<file path="src/rtl/sticky_shift_if.sv">
// sticky_shift_if: request/result handshake bundle for sticky_shift_sequencer.
//   in_valid/in_ready/in_a/in_amt      operand + shift amount request
//   out_valid/out_ready/out_c/out_steps GRS-extended result + SHIFT-cycle count
// master: drives requests and consumes results; slave: the sequencer.
interface sticky_shift_if #(
    parameter int unsigned DATA_WIDTH = 16,
    parameter int unsigned AMT_WIDTH  = 8
);
    logic                    in_valid;
    logic                    in_ready;
    logic [DATA_WIDTH-1:0]   in_a;
    logic [AMT_WIDTH-1:0]    in_amt;
    logic                    out_valid;
    logic                    out_ready;
    logic [DATA_WIDTH+2:0]   out_c;
    logic [AMT_WIDTH-1:0]    out_steps;

    modport master (
        output in_valid, in_a, in_amt, out_ready,
        input  in_ready, out_valid, out_c, out_steps
    );

    modport slave (
        input  in_valid, in_a, in_amt, out_ready,
        output in_ready, out_valid, out_c, out_steps
    );
endinterface

</file>
<file path="src/rtl/sticky_shift_sequencer.sv">
// sticky_shift_sequencer: multi-cycle sticky right shift built from a small per-cycle step.
// Ports:
//   clk  rising-edge clock
//   rst  asynchronous active-high reset
//   bus  sticky_shift_if.slave: request (in_*) accepted in IDLE, result (out_*) held in HOLD.
// The operand is extended with G/R/S bits, shifted by at most STEP_MAX positions per SHIFT
// cycle while bits falling off the bottom are ORed into bit 0. Shifting stops as soon as the
// remaining amount is exhausted or no non-sticky bit is left to move.
module sticky_shift_sequencer #(
    parameter int unsigned DATA_WIDTH = 16,
    parameter int unsigned STEP_MAX   = 3,
    parameter int unsigned AMT_WIDTH  = 8
) (
    input logic           clk,
    input logic           rst,
    sticky_shift_if.slave bus
);
    localparam int unsigned W = DATA_WIDTH + 3;
    localparam logic [AMT_WIDTH-1:0] AMT_CLAMP = AMT_WIDTH'(W);
    localparam logic [AMT_WIDTH-1:0] STEP_LIM  = AMT_WIDTH'(STEP_MAX);
    localparam logic [W-1:0]         ONES      = '1;

    typedef enum logic [1:0] {StIdle, StShift, StHold} state_e;

    state_e               state_q, state_d;
    logic [W-1:0]         w_q, w_d;
    logic [AMT_WIDTH-1:0] rem_q, rem_d;
    logic [AMT_WIDTH-1:0] steps_q, steps_d;

    logic [AMT_WIDTH-1:0] s;
    logic [AMT_WIDTH-1:0] rem_next;
    logic [W-1:0]         sticky_mask;
    logic [W-1:0]         w_step;

    // One step of s positions: upper field shifts, bit 0 absorbs w[s:0].
    always_comb begin
        s           = (rem_q < STEP_LIM) ? rem_q : STEP_LIM;
        sticky_mask = ~((ONES << 1) << s);
        w_step      = {w_q[W-1:1] >> s, |(w_q & sticky_mask)};
        rem_next    = rem_q - s;
    end

    always_comb begin
        state_d = state_q;
        w_d     = w_q;
        rem_d   = rem_q;
        steps_d = steps_q;
        unique case (state_q)
            StIdle: begin
                if (bus.in_valid) begin
                    w_d     = {bus.in_a, 3'b000};
                    rem_d   = (bus.in_amt > AMT_CLAMP) ? AMT_CLAMP : bus.in_amt;
                    steps_d = '0;
                    state_d = StShift;
                end
            end
            StShift: begin
                w_d     = w_step;
                rem_d   = rem_next;
                steps_d = steps_q + AMT_WIDTH'(1);
                // Once only the sticky bit can be non-zero, further steps cannot change w.
                if (rem_next == '0 || w_step[W-1:1] == '0) begin
                    state_d = StHold;
                end
            end
            StHold: begin
                if (bus.out_ready) begin
                    state_d = StIdle;
                end
            end
            default: state_d = StIdle;
        endcase
    end

    always_ff @(posedge clk or posedge rst) begin
        if (rst) begin
            state_q <= StIdle;
            w_q     <= '0;
            rem_q   <= '0;
            steps_q <= '0;
        end else begin
            state_q <= state_d;
            w_q     <= w_d;
            rem_q   <= rem_d;
            steps_q <= steps_d;
        end
    end

    assign bus.in_ready  = (state_q == StIdle);
    assign bus.out_valid = (state_q == StHold);
    assign bus.out_c     = w_q;
    assign bus.out_steps = steps_q;
endmodule

</file>
<file path="src/flat_wrapper.sv">
// flat-port wrapper written by rule: the top's interface ports become plain ports
module sticky_shift_sequencer_flat 
#(
    parameter int unsigned DATA_WIDTH = 16,
    parameter int unsigned STEP_MAX   = 3,
    parameter int unsigned AMT_WIDTH  = 8
)
  (clk, rst, bus_in_valid, bus_in_a, bus_in_amt, bus_out_ready, bus_in_ready, bus_out_valid, bus_out_c, bus_out_steps);
  sticky_shift_if #(.DATA_WIDTH(DATA_WIDTH), .AMT_WIDTH(AMT_WIDTH)) bus_i ();
  input logic clk;
  input logic rst;
  input wire logic [$bits(bus_i.in_valid)-1:0] bus_in_valid;
  input wire logic [$bits(bus_i.in_a)-1:0] bus_in_a;
  input wire logic [$bits(bus_i.in_amt)-1:0] bus_in_amt;
  input wire logic [$bits(bus_i.out_ready)-1:0] bus_out_ready;
  output wire logic [$bits(bus_i.in_ready)-1:0] bus_in_ready;
  output wire logic [$bits(bus_i.out_valid)-1:0] bus_out_valid;
  output wire logic [$bits(bus_i.out_c)-1:0] bus_out_c;
  output wire logic [$bits(bus_i.out_steps)-1:0] bus_out_steps;
  assign bus_i.in_valid = bus_in_valid;
  assign bus_i.in_a = bus_in_a;
  assign bus_i.in_amt = bus_in_amt;
  assign bus_i.out_ready = bus_out_ready;
  assign bus_in_ready = bus_i.in_ready;
  assign bus_out_valid = bus_i.out_valid;
  assign bus_out_c = bus_i.out_c;
  assign bus_out_steps = bus_i.out_steps;
  sticky_shift_sequencer #(.DATA_WIDTH(DATA_WIDTH), .STEP_MAX(STEP_MAX), .AMT_WIDTH(AMT_WIDTH)) u_core (.clk(clk), .rst(rst), .bus(bus_i));
endmodule
</file>
<file path="config.mk">
export PLATFORM = sky130hd
export DESIGN_NAME = sticky_shift_sequencer_flat
export DESIGN_NICKNAME = d
export VERILOG_FILES = /design/src/rtl/sticky_shift_if.sv /design/src/rtl/sticky_shift_sequencer.sv /design/src/flat_wrapper.sv
export SDC_FILE = /design/constraint.sdc
export NUM_CORES = 1
export LEC_CHECK = 0
export CORE_MARGIN = 10
export CORE_UTILIZATION = 51
export DETAILED_ROUTE_END_ITERATION = 8
export GPL_TIMING_DRIVEN = 0
export PLACE_DENSITY = 0.84
export SYNTH_ARGS = -nofsm -noshare
export SYNTH_HDL_FRONTEND = slang
export SYNTH_SLANG_ARGS = --single-unit
</file>
<file path="constraint.sdc">
create_clock -name clk -period 3.5 [get_ports clk]
set_input_delay 0.7 -clock clk [delete_from_list [all_inputs] [get_ports clk]]
set_output_delay 0.7 -clock clk [all_outputs]
set_load 0.03 [all_outputs]
</file>
==> summary.md <==
| Metric | Value |
|---|---|
| IO buf count | 56 |
| HPWL after detailed placement | 6.37 mm |
| Hold depth | 1 |
| Yosys Warn Count | 0 |
| Crit path required time | 3.65 ns |
| Crit path capture type | register |
| Final Hold Viols | 0 |
| Total GRT Usage | 0.212 |
| Final core occ | 0.694 |
| Longest Clk Path Bufs | 2 |
| Final wirelength | 8.74 mm |
| Final Skew | 0.00622 ns |
| Synth Flop Type | dfrtp_1 |
| Min cycle time layout | 3.22 ns |
| Via Count | 2,733 |
| Synth Net Count | 329 |
| Clock transition at path regs | 0.08 ns |
| Crit Path Max Fanout | 9 |
| # nets final | 392 |
| Number of flops mapped to enable cells by yosys | 0 |
| Unique masters post-synth | 58 |
| Via density | 6.36 |
| Largest net degree at the start of global routing | 38 |
| HP Start | u_core.bus.out_steps[7] |
| Setup crit start kind | register |
| Peak supply drop | 0.563 mV |
| Slew Limit Fails | 0 |
| Vias in the first global route | 2,644 |
| Yosys top cell by area | dfrtp_1 |
| Worst r2r src | u_core.rem_q[4] |
| Layout cell share with drive strength beyond 1 | 0.0771 |
| # resized after CTS | 0 |
| Crit path kind | register to register |
| Status | complete, no violations |
| # H-tree levels | 2 |
| Leak pwr | 1.36 nW |
| Drt pass-1 iters | 7 |
| First-pass GRT wire length | 14.4 mm |
| Max Freq | 311 MHz |
| RSZ-0062 raised after global routing | false |
| DRT iter0 DRCs | 335 |
| Die X | 90.6 um |
| Sequential share of the synthesized area | 0.364 |
| Top Ports | 57 |
| Clock sink count | 37 |
| WP data arrival | 3.37 ns |
| Hold_buf cts | 0 |
| Drt wl/cell | 20.3 um |
| Non-filler instance count after layout | 430 |
| Post-synthesis register bit count | 37 |
| Pwr/cell area | 1040 mW/mm2 |
| WHS Endpoint | u_core.bus.out_steps[7] |
| Die height | 90.6 um |
| Ys async rst share | 1.00 |
| Final setup fails | 0 |
| Skew-Pair Late Insertion Delay | 0.29 ns |
| Initial antenna violation count | 0 |
| Max-slew headroom | 0.431 |
| Rows | 25 |
| Design Area, Final | 0.00332 mm2 |
| Grt total ovfl | 0 |
| Synthesized area | 0.00254 mm2 |
| Max-cap violations | 0 |
| Hold WC Path Type | register to register |
| ANT cells | 0 |
| Worst Reg-to-Reg Cells | 8 |
| Core area | 0.00479 mm2 |
| DRC violation count after routing | 0 |
| Root Buffer Master | clkbuf_8 |
| Post-synth top area share | 0.364 |
| Final worst-path cycle share | 0.919 |
| Die area | 0.00821 mm2 |
| Dpl cells | 422 |
| Area grow syn2layout | 30.8% |
| CTS tree | done |
| Avg Cell Area, Syn | 8.50 um2 |
| Ranking of synthesized cells by area | dfrtp_1 36%, o21ai_0 5.7%, nand2_1 3.5% |
| Post-Route Setup TNS | 0 ns |
| Post-Synthesis Cells | 299 |
| Worst-Margin Slew | 0.841 ns |
| Reg2Reg Setup Slack | 0.28 ns |
| Initial Util | 0.531 |
| Worst R2R End | u_core.state_q[0] |
| Post-route ant nets | 0 |
| Routability cong. | 0.988 |
| Commonest non-fill, non-tap cells in the layout | 56 x clkdlybuf4s50_1, 37 x dfrtp_1, 29 x o21ai_0 |
| Post-CTS Setup Bufs | 0 |
| Post-placement cell area | 0.00319 mm2 |
| Commonest non-fill, non-tap cell in the layout | clkdlybuf4s50_1 |
| TritonCTS buffer count | 5 |
[layout make-up]
type	count	area (um2)
fillers	401	1460
multi-input cells	219	1430
flip-flops and latches	37	926
repair buffers	56	561
plain buffers	25	115
well taps	67	83.8
clock buffers	5	68.8
clock inverters	3	68.8
inverters	18	67.6
[state kept, by name, indices dropped and copies added (netlist names)]
signal                count
u_core.bus.out_c         19
u_core.bus.out_steps      8
u_core.rem_q              8
u_core.state_q            2
[per-layer routing]
metal,wire (um),GRT usage,vias to the layer above
li1,-,-,1256
met4,158,0.0597,0
met1,3750,0.278,1301
met3,792,0.0515,15
met2,4040,0.337,161
met5,0,0,-
[synth_stat cells (4+ instances only)]
cell type	instances
a22o_1	6
or3_1	6
o31ai_1	4
nand2_1	24
a22oi_1	4
mux2i_1	6
a221oi_1	5
a21oi_1	12
inv_1	18
dfrtp_1	37
nand3_1	10
a211oi_1	5
a222oi_1	6
nor3_1	5
nor2b_1	4
nor2_1	16
or2_2	4
o21ai_0	29
nand2b_1	8
clkbuf_1	19
o22ai_1	9
a221o_1	4
[cell families (layout without fill, tap and decap cells)]
group | after synthesis | count (layout) | synth area share
AOI/OAI and AO/OA | 111 | 111 | 0.316
and+or+nand+nor | 98 | 98 | 0.205
buffers and inverters | 43 | 107 | 0.0719
DFF | 37 | 37 | 0.364
muxes | 8 | 8 | 0.0325
adders and majority gates | 2 | 2 | 0.00985
[power by group]
part | internal (mW) | leakage, nW | switching [mW]
clock network | 0.287 | 0.0687 | 0.171
logic | 0.870 | 0.821 | 1.32
registers | 0.583 | 0.475 | 0.240
[how the worst max path moves through the flow]
stage / from / slack, ns / to
2_1_floorplan: u_core.rem_q[4] / 0.94 / u_core.state_q[0]
3_3_place_gp: u_core.rem_q[4] / 0.39 / u_core.state_q[1]
3_5_place_dp: u_core.rem_q[4] / 0.42 / u_core.state_q[0]
4_1_cts: u_core.rem_q[4] / 0.41 / u_core.state_q[0]
5_1_grt: u_core.rem_q[4] / 0.19 / u_core.state_q[0]
6_report: u_core.rem_q[4] / 0.28 / u_core.state_q[0]
[per-stage QoR]
stage | power (mW) | hold slack (ns) | setup slack [ns]
3_3_place_gp | 2.94 | 0.475 | 0.393
3_5_place_dp | 2.97 | 0.485 | 0.416
4_1_cts | 3.44 | 0.503 | 0.412
2_1_floorplan | 2.25 | 0.459 | 0.943
6_report | 3.47 | 0.502 | 0.282
5_1_grt | 3.70 | 0.529 | 0.194
[worst max-delay path: stages, from the launching register on]
cell and delay (ns):
dfrtp_1 0.43, or4_4 0.55, buf_6 0.15, nor2_1 0.32
nand2_1 0.28, o311ai_0 0.53, nand4_1 0.18, nor4_2 0.50
o31ai_1 0.12
(Power assumes the default switching activity.)
==> edit: new RTL, config.mk and constraints unchanged <==
Take the reset off `w_q` and load it in a clocked block of its own.
--- a/src/rtl/sticky_shift_sequencer.sv
+++ b/src/rtl/sticky_shift_sequencer.sv
@@ -75,15 +75,17 @@
     always_ff @(posedge clk or posedge rst) begin
         if (rst) begin
             state_q <= StIdle;
-            w_q     <= '0;
             rem_q   <= '0;
             steps_q <= '0;
         end else begin
             state_q <= state_d;
-            w_q     <= w_d;
             rem_q   <= rem_d;
             steps_q <= steps_d;
         end
+    end
+
+    always_ff @(posedge clk) begin
+        w_q <= w_d;
     end
 
     assign bus.in_ready  = (state_q == StIdle);
Formal check against the unedited RTL: not equivalent (Yosys sat finds a counterexample within 4 cycles, from zero or initial values and one cycle with rst high).
==> edit against the unedited design <==
Clock skew barely moved. Global-route usage is 1.7 points lower. Critical path type unchanged. Synthesized cell count down 1.3%. Critical path depth unchanged. Routed wire length is 4.3% lower. Sequential power grew 26%. Final area up 1.2%. Critical endpoint unchanged. Total power grew 5.8%. Area after synthesis rose by 2.6%. Sequential cell count is the same. Setup slack gained 0.37 ns. Die area increased by 2.0%. Largest power group unchanged. Non-clock buffer count is 5 lower.
==> edit: results (changes against the unedited design) <==
[pwr]
pwr-share-clk_pct=10.0  ; -3.2 points
p_leak_nw=1.31  ; -4.1%
p_int_mw=1.85  ; +6.2%
ir_worst_vdd_uv=572  ; +1.6%

[timing]
worstMarginPinSlew_ns=0.887  ; +0.0457 ns
fin_skew_ns=0.00595  ; -0.000264 ns

[die]
die_w_um=91.5  ; +1.0%

[worst_setup_path]
crit_arrival_ns=3.00  ; -0.37 ns
crit_fanout=10  ; +1
r2r-start=u_core.rem_q[0]$_DFFE_PP0P_
r2r_slack_ns=0.65  ; +0.37 ns

[global_routing]
grtUsageMet2_pct=29.3  ; -4.3 points
grt_max_degree=22  ; -42%
grt_pass1_vias=2524  ; -4.5%
track_usage_pct=19.5  ; -1.7 points

[finish]
clockNetworkAreaShare_pct=3.31  ; -0.83 points
post-route-util_pct=69.4  ; -0.070 points
n_clock_buffer=8  ; +3
sh_seq_area_pct=30.4  ; +2.5 points
buffer_area_share_pct=19.8  ; -0.58 points
multi_input_comb_area_um2=1450  ; +1.4%
inverters=8  ; -10
drive_gt1_share_pct=9.19  ; +1.5 points
fill_cells=395  ; -1.5%
multi_input_cells=230  ; +5.0%

[route]
drt_pre_antenna_iters=5  ; -2
via_per_inst=6.37  ; +0.16%
drt-initial-drc-count=308  ; -8.1%

[place]
place_area_um2=3250  ; +2.1%
gp_congestion=0.968  ; -2.1%
dpl.hpwl_um=6030  ; -5.5%

[synth]
postSynth.asyncResetShare_pct=48.6  ; -51 points
synth_area_leaders=edfxtp_1 (22%), dfrtp_1 (17%), nand2_1 (6.9%)
yosys_most_used_dff=edfxtp_1
ys_types=59  ; +1.7%
synth_edf_count=19  ; +19

[outcome]
status=complete, no violations

## edit: logic make-up after synthesis
group	after synthesis	synth area share [%]
XOR/XNOR	2	0.672
AO/OA/AOI/OAI	84	22.6
buffers and inverters	28	5.13
multiplexers	15	6.00
adder cells (fa/ha/maj)	2	0.960
flip-flops	37	39.2
AND/OR/NAND/NOR	127	25.4
## edit: metal layers
metal  routed length (µm)  part of all wire [%]  vias up
met3                  814                   9.7       11
met1                 3630                    43     1291
li1                     -                     -     1241
met2                 3800                    45      169
met5                    0                     0        -
met4                  127                   1.5        0
## edit: how the worst min path moves through the flow
stage                                          end  slack [ns]  cells past startpoint
5_1_grt        u_core.bus.out_steps[7]$_DFFE_PP0P_        0.52                      1
2_1_floorplan          u_core.rem_q[0]$_DFFE_PP0P_        0.53                      2
4_1_cts        u_core.bus.out_steps[7]$_DFFE_PP0P_        0.50                      1
6_report       u_core.bus.out_steps[7]$_DFFE_PP0P_        0.50                      1
3_3_place_gp   u_core.bus.out_steps[7]$_DFFE_PP0P_        0.48                      1
3_5_place_dp   u_core.bus.out_steps[7]$_DFFE_PP0P_        0.49                      1
## edit: stage by stage
stage               worst slack [ns]  std cells
global placement               0.699        418
detailed placement             0.679        418
global route                   0.486        426
CTS                            0.691        426
finish                         0.649        426
floorplan                       1.16        295
## edit: power groups by stage
stage	registers [mW]	logic (mW)	clock network, mW
final	1.04	2.27	0.366
after detailed placement	1.03	2.24	0
after global placement	1.03	2.19	0
after floorplan	1.22	1.28	0
after global routing	1.07	2.45	0.385
after CTS	1.03	2.25	0.368
## edit: critical path, stage by stage, from the launching register on
cell and delay, ns:
dfrtp_1 0.53, clkbuf_1 0.43, clkbuf_1 0.43, clkbuf_1 0.46, a221oi_1 0.24, a21oi_1 0.17
nand4b_1 0.11, o21ai_1 0.23, o21ai_0 0.10
